$ cat src/rtl/timer_pkg.sv
// timer_pkg: channel mode and FSM state types shared by the multi_channel_timer files
package timer_pkg;
    typedef enum logic [1:0] {
        MODE_OFF      = 2'b00,
        MODE_ONE_SHOT = 2'b01,
        MODE_PERIODIC = 2'b10,
        MODE_PWM      = 2'b11
    } mode_t;
    typedef enum logic {CH_IDLE, CH_RUN} ch_state_t;
endpackage

$ cat src/rtl/multi_channel_timer_if.sv
// multi_channel_timer_if: config/control/status bundle of the timer block
// TIMER_IRQ_STICKY_EN adds the sticky interrupt clear/status/summary signals
interface multi_channel_timer_if #(parameter int NUM_CH = 4, parameter int CNT_W = 32);
    localparam int CH_W = NUM_CH > 1 ? $clog2(NUM_CH) : 1;
    logic              cfg_we;
    logic [CH_W-1:0]   cfg_ch;
    logic [1:0]        cfg_mode;
    logic [CNT_W-1:0]  cfg_load;
    logic [CNT_W-1:0]  cfg_cmp;
    logic [NUM_CH-1:0] start;
    logic [NUM_CH-1:0] stop;
    logic [NUM_CH-1:0] busy;
    logic [NUM_CH-1:0] time_out;
    logic [NUM_CH-1:0] pwm_out;
    logic [CNT_W-1:0]  cnt_rd_data;
`ifdef TIMER_IRQ_STICKY_EN
    logic [NUM_CH-1:0] irq_clr;
    logic [NUM_CH-1:0] irq_status;
    logic              irq;
`endif
    modport master (
        output cfg_we, cfg_ch, cfg_mode, cfg_load, cfg_cmp, start, stop,
`ifdef TIMER_IRQ_STICKY_EN
        output irq_clr,
        input  irq_status, irq,
`endif
        input  busy, time_out, pwm_out, cnt_rd_data
    );
    modport slave (
        input  cfg_we, cfg_ch, cfg_mode, cfg_load, cfg_cmp, start, stop,
`ifdef TIMER_IRQ_STICKY_EN
        input  irq_clr,
        output irq_status, irq,
`endif
        output busy, time_out, pwm_out, cnt_rd_data
    );
endinterface

$ cat src/rtl/timer_channel.sv
// timer_channel: one down-counting channel with shadow/active config, IDLE/RUN FSM and outputs
// TIMER_IRQ_STICKY_EN adds a sticky interrupt status bit set by time_out
module timer_channel
    import timer_pkg::*;
#(parameter int CNT_W = 32) (
    input  logic             prescaled_clk,
    input  logic             reset_n,
    input  logic             i_we,
    input  mode_t            i_mode,
    input  logic [CNT_W-1:0] i_load,
    input  logic [CNT_W-1:0] i_cmp,
    input  logic             i_start,
    input  logic             i_stop,
`ifdef TIMER_IRQ_STICKY_EN
    input  logic             i_irq_clr,
    output logic             o_irq_status,
`endif
    output logic             o_busy,
    output logic             o_time_out,
    output logic             o_pwm,
    output logic [CNT_W-1:0] o_cnt
);
    ch_state_t        r_state, w_next;
    mode_t            r_sh_mode, r_act_mode;
    logic [CNT_W-1:0] r_sh_load, r_sh_cmp, r_act_cmp, r_cnt;
    logic             r_time_out;
    logic             w_run, w_zero, w_start_ok, w_active, w_expire, w_load;
    assign w_run      = r_state == CH_RUN;
    assign w_zero     = r_cnt == '0;
    assign w_start_ok = i_start && !i_stop && r_sh_mode != MODE_OFF;
    assign w_active   = w_run && !i_stop && !w_start_ok;
    assign w_expire   = w_active && w_zero;
    // start or a periodic/PWM expiry copies shadow into active; shadow written this cycle lands after
    assign w_load     = w_start_ok || (w_expire && r_act_mode != MODE_ONE_SHOT);
    always_ff @(posedge prescaled_clk or negedge reset_n)
        if (!reset_n) r_state <= CH_IDLE;
        else          r_state <= w_next;
    always_comb begin
        w_next = r_state;
        if (!w_run)          w_next = w_start_ok ? CH_RUN : CH_IDLE;
        else if (i_stop)     w_next = CH_IDLE;
        else if (w_start_ok) w_next = CH_RUN;
        else if (w_zero)     w_next = (r_act_mode == MODE_ONE_SHOT || r_sh_mode == MODE_OFF) ? CH_IDLE : CH_RUN;
    end
    always_comb begin
        o_busy     = w_run;
        o_time_out = r_time_out;
        o_pwm      = w_run && r_act_mode == MODE_PWM && r_cnt < r_act_cmp;
        o_cnt      = r_cnt;
    end
    always_ff @(posedge prescaled_clk or negedge reset_n)
        if (!reset_n) begin
            r_sh_mode  <= MODE_OFF;
            r_sh_load  <= '0;
            r_sh_cmp   <= '0;
            r_act_mode <= MODE_OFF;
            r_act_cmp  <= '0;
            r_cnt      <= '0;
            r_time_out <= 1'b0;
        end else begin
            if (i_we) begin
                r_sh_mode <= i_mode;
                r_sh_load <= i_load;
                r_sh_cmp  <= i_cmp;
            end
            if (w_load) begin
                r_act_mode <= r_sh_mode;
                r_act_cmp  <= r_sh_cmp;
            end
            r_cnt      <= w_load ? r_sh_load : (w_active && !w_zero) ? r_cnt - CNT_W'(1) : r_cnt;
            r_time_out <= w_expire;
        end
`ifdef TIMER_IRQ_STICKY_EN
    logic r_irq_status;
    always_ff @(posedge prescaled_clk or negedge reset_n)
        if (!reset_n) r_irq_status <= 1'b0;
        else          r_irq_status <= (r_irq_status && !i_irq_clr) || r_time_out;
    assign o_irq_status = r_irq_status;
`endif
endmodule

$ cat src/rtl/multi_channel_timer.sv
// multi_channel_timer: NUM_CH independent timer channels behind one shared config write port
// TIMER_IRQ_STICKY_EN adds sticky per-channel irq_status and a combined irq
module multi_channel_timer
    import timer_pkg::*;
#(
    parameter int NUM_CH = 4,
    parameter int CNT_W  = 32
) (
    input logic                  prescaled_clk,
    input logic                  reset_n,
    multi_channel_timer_if.slave bus
);
    localparam int CH_W = NUM_CH > 1 ? $clog2(NUM_CH) : 1;
    logic [CNT_W-1:0]  w_cnt [NUM_CH];
    logic [NUM_CH-1:0] w_busy, w_time_out, w_pwm;
`ifdef TIMER_IRQ_STICKY_EN
    logic [NUM_CH-1:0] w_irq_status;
    assign bus.irq_status = w_irq_status;
    assign bus.irq        = |w_irq_status;
`endif
    for (genvar g = 0; g < NUM_CH; g++) begin : g_ch
        timer_channel #(.CNT_W(CNT_W)) u_ch (
            .prescaled_clk(prescaled_clk),
            .reset_n      (reset_n),
            .i_we         (bus.cfg_we && bus.cfg_ch == CH_W'(g)),
            .i_mode       (mode_t'(bus.cfg_mode)),
            .i_load       (bus.cfg_load),
            .i_cmp        (bus.cfg_cmp),
            .i_start      (bus.start[g]),
            .i_stop       (bus.stop[g]),
`ifdef TIMER_IRQ_STICKY_EN
            .i_irq_clr    (bus.irq_clr[g]),
            .o_irq_status (w_irq_status[g]),
`endif
            .o_busy       (w_busy[g]),
            .o_time_out   (w_time_out[g]),
            .o_pwm        (w_pwm[g]),
            .o_cnt        (w_cnt[g])
        );
    end
    assign bus.busy     = w_busy;
    assign bus.time_out = w_time_out;
    assign bus.pwm_out  = w_pwm;
    // selects beyond NUM_CH read back zero
    always_comb begin
        bus.cnt_rd_data = '0;
        for (int i = 0; i < NUM_CH; i++)
            if (bus.cfg_ch == CH_W'(i)) bus.cnt_rd_data = w_cnt[i];
    end
endmodule

$ cat src/flat_wrapper.sv
// flat-port wrapper written by rule: the top's interface ports become plain ports
module multi_channel_timer_flat import timer_pkg::*;
#(
    parameter int NUM_CH = 4,
    parameter int CNT_W  = 32
)
  (prescaled_clk, reset_n, bus_cfg_we, bus_cfg_ch, bus_cfg_mode, bus_cfg_load, bus_cfg_cmp, bus_start, bus_stop, bus_busy, bus_time_out, bus_pwm_out, bus_cnt_rd_data);
  multi_channel_timer_if #(.NUM_CH(NUM_CH), .CNT_W(CNT_W)) bus_i ();
  input logic prescaled_clk;
  input logic reset_n;
  input wire logic [$bits(bus_i.cfg_we)-1:0] bus_cfg_we;
  input wire logic [$bits(bus_i.cfg_ch)-1:0] bus_cfg_ch;
  input wire logic [$bits(bus_i.cfg_mode)-1:0] bus_cfg_mode;
  input wire logic [$bits(bus_i.cfg_load)-1:0] bus_cfg_load;
  input wire logic [$bits(bus_i.cfg_cmp)-1:0] bus_cfg_cmp;
  input wire logic [$bits(bus_i.start)-1:0] bus_start;
  input wire logic [$bits(bus_i.stop)-1:0] bus_stop;
  output wire logic [$bits(bus_i.busy)-1:0] bus_busy;
  output wire logic [$bits(bus_i.time_out)-1:0] bus_time_out;
  output wire logic [$bits(bus_i.pwm_out)-1:0] bus_pwm_out;
  output wire logic [$bits(bus_i.cnt_rd_data)-1:0] bus_cnt_rd_data;
  assign bus_i.cfg_we = bus_cfg_we;
  assign bus_i.cfg_ch = bus_cfg_ch;
  assign bus_i.cfg_mode = bus_cfg_mode;
  assign bus_i.cfg_load = bus_cfg_load;
  assign bus_i.cfg_cmp = bus_cfg_cmp;
  assign bus_i.start = bus_start;
  assign bus_i.stop = bus_stop;
  assign bus_busy = bus_i.busy;
  assign bus_time_out = bus_i.time_out;
  assign bus_pwm_out = bus_i.pwm_out;
  assign bus_cnt_rd_data = bus_i.cnt_rd_data;
  multi_channel_timer #(.NUM_CH(NUM_CH), .CNT_W(CNT_W)) u_core (.prescaled_clk(prescaled_clk), .reset_n(reset_n), .bus(bus_i));
endmodule
$ cat config.mk
export PLATFORM = sky130hd
export DESIGN_NAME = multi_channel_timer_flat
export DESIGN_NICKNAME = d
export VERILOG_FILES = /design/src/rtl/timer_pkg.sv /design/src/rtl/multi_channel_timer_if.sv /design/src/rtl/timer_channel.sv /design/src/rtl/multi_channel_timer.sv /design/src/flat_wrapper.sv
export SDC_FILE = /design/constraint.sdc
export NUM_CORES = 1
export LEC_CHECK = 0
export CAP_MARGIN = 20
export CORE_MARGIN = 8
export CORE_UTILIZATION = 28
export DETAILED_ROUTE_END_ITERATION = 8
export PLACE_DENSITY = 0.49
export SLEW_MARGIN = 10
export SYNTH_ARGS = -nofsm -noshare
export SYNTH_HDL_FRONTEND = slang
export SYNTH_SLANG_ARGS = --single-unit
export TNS_END_PERCENT = 5
$ cat constraint.sdc
create_clock -name prescaled_clk -period 7.83 [get_ports prescaled_clk]
set_input_delay 1.566 -clock prescaled_clk [delete_from_list [all_inputs] [get_ports prescaled_clk]]
set_output_delay 1.566 -clock prescaled_clk [all_outputs]
set_load 0.01 [all_outputs]
=== Word level (Yosys, flattened, before mapping) ===
Index checks and enable logic that the tools add are counted.

* Flip-flop bits (word level): 536
* Input bits: 79
* Word-level logic and storage cells: 168

* Add/subtract/negate cells: 4
* $lt $le $gt $ge: 4
* Equal/unequal tests: 15
* Muxes and demuxes: 36
* Reductions and logical operators: 77

{| class="wikitable"
|+ Operator list
! kind !! count
|-
| two-way mux 32 bit || 12
|-
| logical NOT 32 bit || 4
|-
| < comparator 32 bit || 4
|-
| subtractor 32 x 1 -> 32 bit (second input constant) || 4
|-
| logical AND 1 bit || 40
|-
| two-way mux 1 bit || 24
|-
| nonzero test 2 bit || 8
|-
| == test 2 bit (second input constant) || 6
|-
| logical NOT 1 bit || 12
|-
| == test 2 x 1 -> 1 bit (second input constant) || 5
|-
| logical NOT 2 bit || 5
|-
| logical OR 1 bit || 8
|-
| inequality test 2 x 1 -> 1 bit (second input constant) || 4
|}

=== Logic depth before layout (Yosys ltp) ===
Gate-level depths: netlist (run 1).

* Depth after elaboration: 9
* Gate-level depth with buffers: 11
* Mapped depth without buffers: 8

=== Hierarchy ===
Synthesis (run 1) repeated with hierarchy kept, for this count alone.

* Cells, all modules: 2,455
* Area total of the unflattened synthesis: 26,890.8 µm²

{| class="wikitable"
|+ By module, submodules not included
! module !! times used !! cells each !! area each (µm²) !! seq. area each (µm²)
|-
| timer_channel (u_core.g_ch[0].u_ch ...) || 3 || 605 || 6,532.5 || 3,353.2
|-
| timer_channel (u_core.g_ch[3].u_ch) || 1 || 596 || 6,443.7 || 3,353.2
|-
| multi_channel_timer || 1 || 44 || 849.6 || 0.0
|}

=== Worst setup path before layout (run 1) ===
Ideal clock, no wire load.

* Kind: input to output
* Start: input port bus_cfg_ch[0]
* End: output port bus_cnt_rd_data[0]
* Arrival time: 3.007 ns
* Data required time: 6.264 ns
* Setup slack: 3.257 ns
* Cell stages on the path: 3
* Path buffers: 2
* Path through: clkbuf_1 > buf_1 > mux4_2

* Word-level cells in the longest chain between the ends: 5
* Elaborated cells on any way between the ends: 8
* Classes of those cells: eq/ne: 3; mux: 4; reduce/logical: 1

{| class="wikitable"
|+ Ends and longest elaborated chain
! what !! line !! RTL
|-
| from (decl) || flat_wrapper.sv:12 || <nowiki>input wire logic [$bits(bus_i.cfg_ch)-1:0] bus_cfg_ch;</nowiki>
|-
| logical NOT 2 bit || multi_channel_timer.sv:48 || <nowiki>if (bus.cfg_ch == CH_W'(i)) bus.cnt_rd_data = w_cnt[i];</nowiki>
|-
| two-way mux 32 bit (3 in series) || multi_channel_timer.sv:48 ||
|-
| two-way mux 32 bit * || multi_channel_timer.sv:48 ||
|-
| to (decl) || flat_wrapper.sv:21 || <nowiki>output wire logic [$bits(bus_i.cnt_rd_data)-1:0] bus_cnt_rd_data;</nowiki>
|}

Mark *: on every way between the ends. The rest lies on a longest branch, timed or not.

=== Worst setup path in the final report (run 1) ===
* Start: register u_core.g_ch[1].u_ch.r_cnt[17]
* End: output port bus_pwm_out[1]

* Word-level cells in the longest chain between the ends: 2

{| class="wikitable"
|+ Ends and longest elaborated chain
! what !! line !! RTL
|-
| from (decl) || timer_channel.sv:25 || <nowiki>logic [CNT_W-1:0] r_sh_load, r_sh_cmp, r_act_cmp, r_cnt;</nowiki>
|-
| from (signal assigned) || timer_channel.sv:70 || <nowiki>r_cnt <= w_load ? r_sh_load : (w_active && !w_zero) ? r_cnt - CNT_W'(1) : r_cnt;</nowiki>
|-
| < comparator 32 bit || timer_channel.sv:48 || <nowiki>o_pwm = w_run && r_act_mode == MODE_PWM && r_cnt < r_act_cmp;</nowiki>
|-
| logical AND 1 bit || timer_channel.sv:48 ||
|-
| to (decl) || flat_wrapper.sv:20 || <nowiki>output wire logic [$bits(bus_i.pwm_out)-1:0] bus_pwm_out;</nowiki>
|}

No other way between the ends.

==> results of run 1 <==
-- final cells by class --
cell class | count | area share [%]
antenna | 6 | 0.04785
clock buffer | 94 | 5.834
clock inverter | 14 | 0.5503
inverter | 140 | 1.675
multi-input combinational | 1643 | 39.09
sequential | 536 | 42.75
tap | 1265 | 5.044
timing repair buffer | 160 | 5.008
-- cells in the final DEF, fill, tap and decap left out, types with 22 or more instances in the layout --
cell type,n
a21o_1,55
a21oi_1,66
a221o_1,22
buf_4,29
clkbuf_16,61
clkdlybuf4s50_1,119
dfrtp_1,536
ha_1,132
inv_1,140
mux2_2,265
mux4_2,32
nand2_1,280
nand3_1,35
nand4_1,46
nor2_1,89
nor3_1,38
nor4_1,36
o21ai_0,235
xnor2_1,36
xor2_1,26
-- layer usage --
metal	vias up	global-route usage [%]	part of all wire [%]
met5	-	0	0.028
met4	4	3.833	2.1
met3	127	3.232	6.1
met2	667	28.35	46
met1	10337	25.41	46
li1	8949	-	-
-- registers in the layout, indices dropped and copies added, names as in the netlist --
signal	cells
u_core.g_ch.u_ch.r_sh_load	128
u_core.g_ch.u_ch.o_cnt	128
u_core.g_ch.u_ch.o_time_out	4
u_core.g_ch.u_ch.r_sh_cmp	128
u_core.g_ch.u_ch.r_act_mode	8
u_core.g_ch.u_ch.r_sh_mode	8
u_core.g_ch.u_ch.o_busy	4
u_core.g_ch.u_ch.r_act_cmp	128
-- power by group --
group	leakage [nW]	total, mW	switching (mW)	internal, mW
combinational	5.68	3.11	1.73	1.38
sequential	6.52	4.40	0.905	3.49
clock	0.991	2.90	1.18	1.72
-- per-stage QoR --
stage	cells	area, µm²
global route	3852	31360
detailed placement	3742	29320
CTS	3850	31330
floorplan	2442	26690
finish	3858	31380
global placement	3738	29290
-- worst reg2reg max path, cell delays in order, from the launching register on --
cell     delay [ns]
dfrtp_1        0.58
nor4_1         0.65
nand3_1        0.47
or4_1          0.81
o21ai_4        0.38
buf_4          0.38
buf_4          0.73
o21ai_0        0.29
-- cells in the mapped netlist, drive strengths merged, types with 3 or more instances --
cell type,count,area [µm²]
dfrtp,536,13410
buf,43,251.5
nor4b,4,41.29
nand2,280,1051
ha,132,1652
xor2,26,227.7
mux4,32,720.7
a21oi,66,330.3
xnor2,36,315.3
and2,4,25.02
a21boi,3,22.52
a221o,22,220.2
o21a,4,30.03
nor2,89,334.1
nand3,36,180.2
o211ai,13,97.59
a31oi,11,68.82
o311ai,8,70.07
nand4,46,287.8
nand4b,9,78.83
o41ai,3,26.28
and3,4,25.02
clkbuf,80,300.3
a32oi,4,35.03
nor3,38,190.2
nand3b,8,60.06
mux2,268,3018
o31ai,9,67.56
nor4,39,256.5
o21ai,248,1256
nor2b,16,100.1
a21o,55,412.9
nand2b,10,62.56
a211oi,13,97.59
or2,16,100.1
nor3b,10,75.07
inv,140,525.5
or4,22,172.7
a22oi,12,90.09
or3,20,125.1
-- kinds of logic (layout without fill, tap and decap cells) --
logic type	count (synthesis)	after routing	share of synthesized area, %
compound gates	490	490	11.32
flops	536	536	50.26
other cells	0	6	0
simple gates	657	657	12.08
mux	302	302	14.08
xor+xnor	62	62	2.035
fa+ha+maj	132	132	6.188
buf+inv	263	408	4.037
-- final timing paths --
path / from / end / slack [ns]
worst min-delay path: u_core.g_ch[3].u_ch.r_sh_load[1] / u_core.g_ch[3].u_ch.o_cnt[1] / 0.47
worst max-delay path: u_core.g_ch[1].u_ch.o_cnt[17] / bus_pwm_out[1] / 2.19
max in group asynchronous: reset_n / u_core.g_ch[2].u_ch.r_sh_cmp[13] / 5.28
worst min register to register: u_core.g_ch[3].u_ch.r_sh_load[1] / u_core.g_ch[3].u_ch.o_cnt[1] / 0.47
worst max register to register: u_core.g_ch[0].u_ch.o_cnt[12] / u_core.g_ch[0].u_ch.r_act_cmp[12] / 3.40
min in group asynchronous: reset_n / u_core.g_ch[3].u_ch.o_time_out / 1.03
==> metrics, run 1 <==
status=finished, final reports clean; Netlist Area Pre-Place=26,690 µm²; Leak=~13 nW; GRT overflow=0; Max Buffers Root-to-Sink=3; final setup vio count=0; total track usage=between 15 and 20%; setup_tns=0 ns; asr flop ratio synth=100.0%; Starting Density=roughly 28%; post_cts resized=0; Worst Path Required=6.26 ns; cell at the slowest stage of the critical path=clkdlybuf4s50_1; worst-case reg-to-reg path depth=7; max_slew headroom=between 20% and 30%; Placer Congestion=0.8725; RSZ-0062 raised after global routing=false; final core occ=between 30 and 40%; via/cell ratio=around 5.2; TritonCTS clock tree=done; DR WL/cell=about 25 µm; 1st-pass router iterations=6; final clock period utilization by the worst path=between 70% and 80%; Final Hold Slack=0.4688 ns; # DRC=0; Final Slew Violations=0; CORE AREA=~95,000 µm²; storage element area=13,410 µm²; Syn Area/Cell=about 11 µm²; Via Count=around 20,000; minimum clock period=5.638 ns; Final nets=between 2,000 and 3,000; initial antenna violation count=15; Crit Path Max Fanout=5; Yosys reg bits=536; layout cell share with drive strength beyond 1=roughly 18%; Crit. End Element=output pin; Layout Skew=approximately 0.024 ns; worst endpoint data arrival time=4.07 ns; max_cap viols=0; Reg clk slew, reported paths=about 0.06 ns; first-pass GRT wire length=roughly 140 mm; Synthesized Nets=between 2,000 and 3,000; Hold Crit Depth=1; Post CTS Setup Buffer Count=0; CTS Buf Count=slightly below 60; CP Depth=8; delay-heaviest family, CP=compound AO/OA/AOI/OAI gates; Worst Path Buf+Inv=1; largest net degree at the start of global routing=~160; WS Path Type=reg -> out; Pwr Density=331.9 nW/µm²; HPWL Detailed=slightly above 70 mm; die area=~110,000 µm²; H-tree Lvls=2; sequential cell area fraction in the yosys report=between 50% and 60%; Place WS=2.438 ns; VDD IR max=between 150 and 200 µV; Hold WC Path Type=reg -> reg; Mapped Cells=about 2,400; crit start category=flip-flop; buffers added on ports=around 120; Top FF cell, synth=dfrtp_1; I/O pin count=between 100 and 150; Iter 0 DRT Violations=1,783; fillers=9,590; Least-Margin Pin Slew=between 1 and 1.5 ns; root buffer cell=clkbuf_16; Die W=about 320 µm; drt total wl=96.68 mm; post-route setup slack=approximately 2.2 ns; Area Overhead vs Synth=17.57%; die height=around 320 µm; EDFF count, synth=0; total power=approximately 10 mW; Largest stage delay, worst path=~0.66 ns; Max Freq=around 0.18 GHz; antenna-violating nets left=0; post-synthesis cell type count=70; cell mode on critical path=a21o_1; Skew-Pair Late Insertion Delay=approximately 0.63 ns; multi-input gate area in the final layout=between 10,000 and 15,000 µm²; vias in the first global route=between 20,000 and 25,000; YS warnings=0; final hold violation count=0; critical path cell sequence=ha_1, a21o_1, a21o_1, a21oi_1, nor2b_1, or4_1, a31oi_1, clkdlybuf4s50_1; cts-stage hold buffer count=0; clk sink count=around 540; row cnt=roughly 110
Note: power is estimated with default switching activity, not from simulation.
==> run 2: changes to the inputs <==
==> constraint.sdc (replaced) <==
create_clock -name prescaled_clk -period 5.35 [get_ports prescaled_clk]
set_input_delay 1.07 -clock prescaled_clk [delete_from_list [all_inputs] [get_ports prescaled_clk]]
set_output_delay 1.07 -clock prescaled_clk [all_outputs]
set_load 0.01 [all_outputs]
==> run 2 against run 1 <==
Global-route usage fell by 0.24 points. Critical endpoint unchanged. Highest routed layer is now met4. Non-clock buffer count rose by 22. Critical path type unchanged. Clock-buffer cell count fell by 9. Register-to-register slack got worse by 2.1 ns. Via count is 0.74% higher.
==> metrics, run 2 (synthesis gave the netlist of run 1 again) <==
die area=105,500 µm²; largest net degree at the start of global routing=141; H-tree Lvls=2; root buffer cell=clkbuf_16; placed cell count=between 3,000 and 4,000; most frequent cells in the layout=dfrtp_1 (536), nand2_1 (280), mux2_2 (265); Max Freq=roughly 0.21 GHz; # DRC=0; worst-case reg-to-reg path depth=6; Worst Path Buf+Inv=1; Max Buffers Root-to-Sink=3; RR Endpoint=u_core.g_ch[0].u_ch.o_cnt[17]; most common cell after layout, fill and taps aside=dfrtp_1; Post CTS Setup Buffer Count=0; total track usage=between 15 and 20%; Reg clk slew, reported paths=~0.060 ns; Placer Congestion=about 0.94; gr busiest metal=met2; placed cell area=just under 30,000 µm²; GRT overflow=0; Least-Margin Pin Slew=about 1.2 ns; cell mode on critical path=a21o_1; crit start category=flip-flop; HPWL Detailed=~70 mm; post_cts resized=0; row cnt=113; CORE AREA=around 95,000 µm²; cell at the slowest stage of the critical path=clkdlybuf4s50_1; Skew-Pair Late Insertion Delay=around 0.63 ns; max_cap viols=0; TritonCTS clock tree=done; die height=324.7 µm; M1 GR Usage=between 20 and 25%; final setup vio count=0; Layout Cells excl Fill=3,878; r2r setup slk=1.32 ns; final clock period utilization by the worst path=89.68%; Final nets=about 2,800; WS Path Type=reg -> out; critical path cell sequence=ha_1, a21o_1, a21o_1, a21oi_1, o31ai_1, a31oi_1, clkdlybuf4s50_1; Largest stage delay, worst path=0.64 ns; Leak=13.32 nW; RSZ-0062 raised after global routing=false; cts-stage hold buffer count=0; vias in the first global route=roughly 20,000; 1st-pass router iterations=5; Crit. End Element=output pin; via/cell ratio=roughly 5.2; reg2reg start=u_core.g_ch[0].u_ch.o_cnt[5]; met3 Use GR=under 10%; Via Count=20,233; initial antenna violation count=5; Die W=approximately 320 µm; design area=~32,000 µm²; first-pass GRT wire length=141.8 mm; Pwr Density=about 480 nW/µm²; worst endpoint data arrival time=around 3.7 ns; final core occ=approximately 33%; Area Overhead vs Synth=18.42%; Layout Skew=approximately 0.015 ns; max_slew headroom=a little under a fifth; drt total wl=approximately 95 mm; buffers added on ports=between 100 and 150; Starting Density=28.17%; VDD IR max=roughly 240 µV; final hold violation count=0; Iter 0 DRT Violations=around 1,500; setup_tns=0 ns; Crit Path Max Fanout=5; met2 usage=27.75%; clk sink count=between 500 and 600; I/O pin count=roughly 120; DR WL/cell=about 25 µm; antenna-violating nets left=0; Worst Path Required=around 4.3 ns; status=finished, final reports clean; delay-heaviest family, CP=compound AO/OA/AOI/OAI gates; CTS Buf Count=60; fillers=between 9,000 and 10,000; layout cell share with drive strength beyond 1=a little under a fifth; minimum clock period=between 4 and 5 ns; Final Slew Violations=0; Hold WC Path Type=in -> async
[run 2: worst max-delay path by stage]
stage	from	endpoint	slack (ns)	cells after the start
floorplan	bus_cfg_ch[0]	bus_cnt_rd_data[0]	1.77	3
global route	u_core.g_ch[3].u_ch.o_cnt[9]	bus_pwm_out[3]	0.40	8
detailed placement	bus_cfg_ch[0]	bus_cnt_rd_data[3]	1.01	4
CTS	u_core.g_ch[3].u_ch.o_cnt[9]	bus_pwm_out[3]	0.40	8
finish	u_core.g_ch[1].u_ch.o_cnt[13]	bus_pwm_out[1]	0.55	7
global placement	bus_cfg_ch[0]	bus_cnt_rd_data[3]	1.02	4
[run 2: worst register-to-register path, cell delays in order, from the launching register on]
cell,delay [ns]
dfrtp_1,0.52
nor3_1,0.75
nand4_1,0.42
or4_1,0.87
nand2_1,0.73
o21ai_0,0.25
a221o_1,0.36
[run 2: layout make-up]
type	instances	area, µm²	area share, %
clock buffers	85	1747	5.527
repair buffers	182	1759	5.566
clock inverters	26	316.6	1.002
flip-flops and latches	536	13410	42.44
diodes	1	2.502	0.007918
well taps	1265	1583	5.008
inverters	140	525.5	1.663
multi-input cells	1643	12260	38.79
[run 2: per-layer routing]
metal | part of all wire (%) | vias to the layer above
met5 | 0 | -
met4 | 2.7 | 0
met3 | 6.4 | 147
met2 | 45 | 635
met1 | 46 | 10463
li1 | - | 8988
[run 2: power by group]
part           internal (mW)  leakage (nW)  switching [mW]
clock network           2.56          1.01            1.76
registers               5.12          6.52            1.16
logic                   2.07          5.79            2.63
[run 2: through the flow]
stage | power [mW] | setup slack (ns) | hold WS (ns)
after floorplan | 8.737 | 1.769 | 0.4331
after global placement | 10.87 | 1.025 | 0.4523
after detailed placement | 10.99 | 1.006 | 0.4599
after CTS | 15.39 | 0.3985 | 0.3672
after global routing | 16.19 | 0.3976 | 0.3870
final | 15.30 | 0.5521 | 0.3826
==> run 3: changes to the inputs <==
--- a/config.mk
+++ b/config.mk
@@ -10,7 +10,6 @@
 export CORE_UTILIZATION = 28
 export DETAILED_ROUTE_END_ITERATION = 8
 export PLACE_DENSITY = 0.49
-export SLEW_MARGIN = 10
 export SYNTH_ARGS = -nofsm -noshare
 export SYNTH_HDL_FRONTEND = slang
 export SYNTH_SLANG_ARGS = --single-unit
==> run 3 against run 2 <==
Die area unchanged. Critical path type unchanged. Setup slack improved by 0.017 ns. Maximum frequency increased by 0.36%. Clock power about the same. Via count about the same. Wire length about the same. Final area unchanged. Flip-flop and latch count unchanged. Critical endpoint is now bus_pwm_out[3]. Critical path depth increased by 1. Power about the same. Sequential share of layout area unchanged.
==> metrics, run 3 (synthesis gave the netlist of run 1 again) <==
Pwr Density=a little under 500 nW/µm²; final setup vio count=0; crit start category=flip-flop; CORE AREA=roughly 95,000 µm²; Skew-Pair Late Insertion Delay=about 0.63 ns; Via Count=a little over 20,000; Hold WC Path Type=in -> async; cts-stage hold buffer count=0; most common cell after layout, fill and taps aside=dfrtp_1; Max Buffers Root-to-Sink=3; TritonCTS clock tree=done; Placer Congestion=0.9395; # DRC=0; antenna-violating nets left=0; RR Endpoint=u_core.g_ch[1].u_ch.r_act_cmp[17]; first-pass GRT wire length=between 100 and 150 mm; status=finished, final reports clean; max_cap viols=0; CP startpoint=u_core.g_ch[3].u_ch.o_cnt[5]; Crit Path Max Fanout=5; Iter 0 DRT Violations=about 1,400; DR WL/cell=about 25 µm; Die W=roughly 320 µm; max_slew headroom=a little under a fifth; post_cts resized=0; Final Slew Violations=0; final hold violation count=0; 1st-pass router iterations=7; HPWL Detailed=70.45 mm; GRT overflow=0; Layout Skew=between 0.015 and 0.02 ns; vias in the first global route=between 20,000 and 25,000; worst-case reg-to-reg path depth=7; total track usage=approximately 18%; Leak=13.32 nW; drt total wl=approximately 96 mm; CTS Buf Count=60; most frequent cells in the layout=dfrtp_1 (536), nand2_1 (280), mux2_2 (265); final clock period utilization by the worst path=around nine tenths; initial antenna violation count=5; setup_tns=0 ns; Final nets=~2,800; Worst Path Required=between 4 and 5 ns; root buffer cell=clkbuf_16; WS Path Type=reg -> out; RSZ-0062 raised after global routing=false; via/cell ratio=roughly 5.2; die area=105,500 µm²; die height=between 300 and 400 µm; reg2reg start=u_core.g_ch[1].u_ch.o_cnt[12]; Final Hold Slack=approximately 0.38 ns; r2r setup slk=approximately 1.4 ns; Least-Margin Pin Slew=~1.2 ns; VDD IR max=~240 µV; Starting Density=around 28%; Crit. End Element=output pin; worst endpoint data arrival time=3.71 ns; buffers added on ports=around 120; row cnt=between 100 and 150; largest net degree at the start of global routing=around 140; minimum clock period=4.781 ns; clk sink count=536; Reg clk slew, reported paths=around 0.060 ns; I/O pin count=roughly 120; Area Overhead vs Synth=18.42%; layout cell share with drive strength beyond 1=18.87%; fillers=about 9,600; Max Freq=roughly 0.21 GHz; H-tree Lvls=2; Post CTS Setup Buffer Count=0
[run 3: cell counts in the layout (fill, tap and decap cells not counted)]
Identical to the previous run, type by type.
[run 3: through the flow]
step	std cells	power (mW)	utilization (%)	area (µm²)	setup slack, ns
after floorplan	2442	8.737	-	26690	1.769
after global placement	3762	10.87	31.13	29490	1.025
after detailed placement	3763	10.99	31.15	29510	1.006
after CTS	3874	15.39	33.33	31570	0.3985
after global routing	3877	16.19	33.36	31600	0.3976
final	3878	15.30	33.36	31600	0.5695
[run 3: report_power, final]
part | internal (mW) | switching, mW
Sequential | 5.12 | 1.17
Combinational | 2.07 | 2.62
Clock | 2.56 | 1.76
[run 3: worst max-delay path, cell delays in order (launching register included)]
cell	delay [ns]
dfrtp_1	0.44
ha_1	0.34
a21o_1	0.16
a21o_1	0.17
a21oi_1	0.25
nor3_1	0.14
o311a_1	0.41
a211oi_1	0.51
clkdlybuf4s50_1	0.65
[run 3: cell type report]
class / count / area [µm²] / share of cell area, %
diodes: 1 / 2.502 / 0.007918
inverters: 140 / 525.5 / 1.663
clock inverters: 26 / 316.6 / 1.002
well taps: 1265 / 1583 / 5.008
flip-flops and latches: 536 / 13410 / 42.44
repair buffers: 182 / 1759 / 5.566
clock buffers: 85 / 1747 / 5.527
multi-input cells: 1643 / 12260 / 38.79
[run 3: worst max-delay path by stage]
stage	endpoint	slack [ns]	depth (start not counted)
5_1_grt	bus_pwm_out[3]	0.40	8
3_3_place_gp	bus_cnt_rd_data[3]	1.02	4
6_report	bus_pwm_out[3]	0.57	8
4_1_cts	bus_pwm_out[3]	0.40	8
3_5_place_dp	bus_cnt_rd_data[3]	1.01	4
2_1_floorplan	bus_cnt_rd_data[0]	1.77	3
[run 3: layer usage]
metal | vias up | track usage [%] | part of all wire (%)
met5 | - | 0 | 0
met4 | 0 | 4.613 | 2.6
met1 | 10485 | 24.67 | 46
met2 | 637 | 27.75 | 45
met3 | 142 | 3.609 | 6.4
li1 | 8985 | - | -
==> edit (settings of run 2) <==
`NUM_CH` is set to 4 in 3 places; all go to 2.
--- a/src/rtl/multi_channel_timer_if.sv
+++ b/src/rtl/multi_channel_timer_if.sv
@@ -1,5 +1,5 @@
 // multi_channel_timer_if: config/control/status bundle of the timer block
 // TIMER_IRQ_STICKY_EN adds the sticky interrupt clear/status/summary signals
-interface multi_channel_timer_if #(parameter int NUM_CH = 4, parameter int CNT_W = 32);
+interface multi_channel_timer_if #(parameter int NUM_CH = 2, parameter int CNT_W = 32);
     localparam int CH_W = NUM_CH > 1 ? $clog2(NUM_CH) : 1;
     logic              cfg_we;
--- a/src/rtl/multi_channel_timer.sv
+++ b/src/rtl/multi_channel_timer.sv
@@ -4,5 +4,5 @@
     import timer_pkg::*;
 #(
-    parameter int NUM_CH = 4,
+    parameter int NUM_CH = 2,
     parameter int CNT_W  = 32
 ) (
--- a/src/flat_wrapper.sv
+++ b/src/flat_wrapper.sv
@@ -2,5 +2,5 @@
 module multi_channel_timer_flat import timer_pkg::*;
 #(
-    parameter int NUM_CH = 4,
+    parameter int NUM_CH = 2,
     parameter int CNT_W  = 32
 )
Ports: changed (6 resized); port bits go from 123 to 112. The function was not compared with the original's and may differ.
==> edit against run 2 <==
Routed wire length shrank 58%. Largest power group unchanged. Via count shrank 52%. Area after synthesis decreased by 50%. Cell area down 49%. Critical path type unchanged. Core utilization up 0.79 points. Sequential power down 53%. Sequential cell count shrank 268. Total power decreased by 54%. Setup slack got worse by 0.014 ns. Synthesized cell count decreased by 48%. Critical path depth increased by 1. Maximum frequency decreased by 0.29%. Clock skew shrank 0.0049 ns.
==> edit: results (changes against run 2) <==
- Skew-Pair Late Insertion Delay: 0.57 ns (-0.06 ns)
- Layout cells sized above 1: 18.0% (-0.86 points)
- Met3 wire len: 1.81 mm (-70%)
- WHS: 0.469 ns (+0.0867 ns)
- Final total power: 7.01 mW (-54%)
- Critical path startpoint: u_core.g_ch[1].u_ch.o_cnt[2]$_DFFE_PN0P_
- Status: finished clean
- Rel. slew slack: 30.4% (+12 points)
- Syn avg cell area: 10.7 um^2 (-2.1%)
- Post-Syn Nets: 1,399 (-47%)
- Initial antenna violation count: 2 (-3)
- Tcrit/Tclk final: 89.9% (+0.26 points)
- M1 GR Usage: 19.4% (-5.3 points)
- Sequential-to-total area share from yosys stat: 49.8% (-0.49 points)
- Sequential fraction of total cell area: 41.2% (-1.2 points)
- Maximum net fanout on the critical path: 9 (+4)
- Post-synth top cells: dfrtp_1 (268), mux2_2 (159), nand2_1 (157)
- Buffering overhead: 7.83% (+2.3 points)
- Area added between synthesis and finish: 20.8%
- Post-DP HPWL: 28.8 mm (-59%)
- Worst r2r src: u_core.g_ch[0].u_ch.o_cnt[10]$_DFFE_PN0P_
- Non-clk bufs: 126 (-31%)
- CTS buffer count: 31 (-48%)
- Place WS: 1.02 ns (+0.0117 ns)
- First-pass GRT wire length: 63.0 mm (-56%)
edit: cell count changes in the layout (fill, tap and decap cells not counted), moves of 32 or more:
cell / change
inv_1: -70
a21o_1: -38
a21oi_1: -35
mux4_2: -32
buf_4: -40
nand2_1: -124
o21ai_0: -130
mux2_2: -106
dfrtp_1: -268
nor2_1: -42
ha_1: -66
edit: cells by family after synthesis:
family	after synthesis	share of synthesized area, %
compound gates	235	10.5
flops	268	49.8
buf+inv	132	4.38
mux	159	13.3
xor+xnor	35	2.27
simple gates	364	13.6
fa+ha+maj	66	6.13
edit: critical path: stages (launching register included):
cell and delay [ns]:
dfrtp_1 0.47, ha_1 0.35, a211o_1 0.30, a31oi_1 0.19
o221ai_1 0.17, a221oi_1 0.35, o21ai_0 0.23, a311oi_1 0.47
clkdlybuf4s50_1 0.64
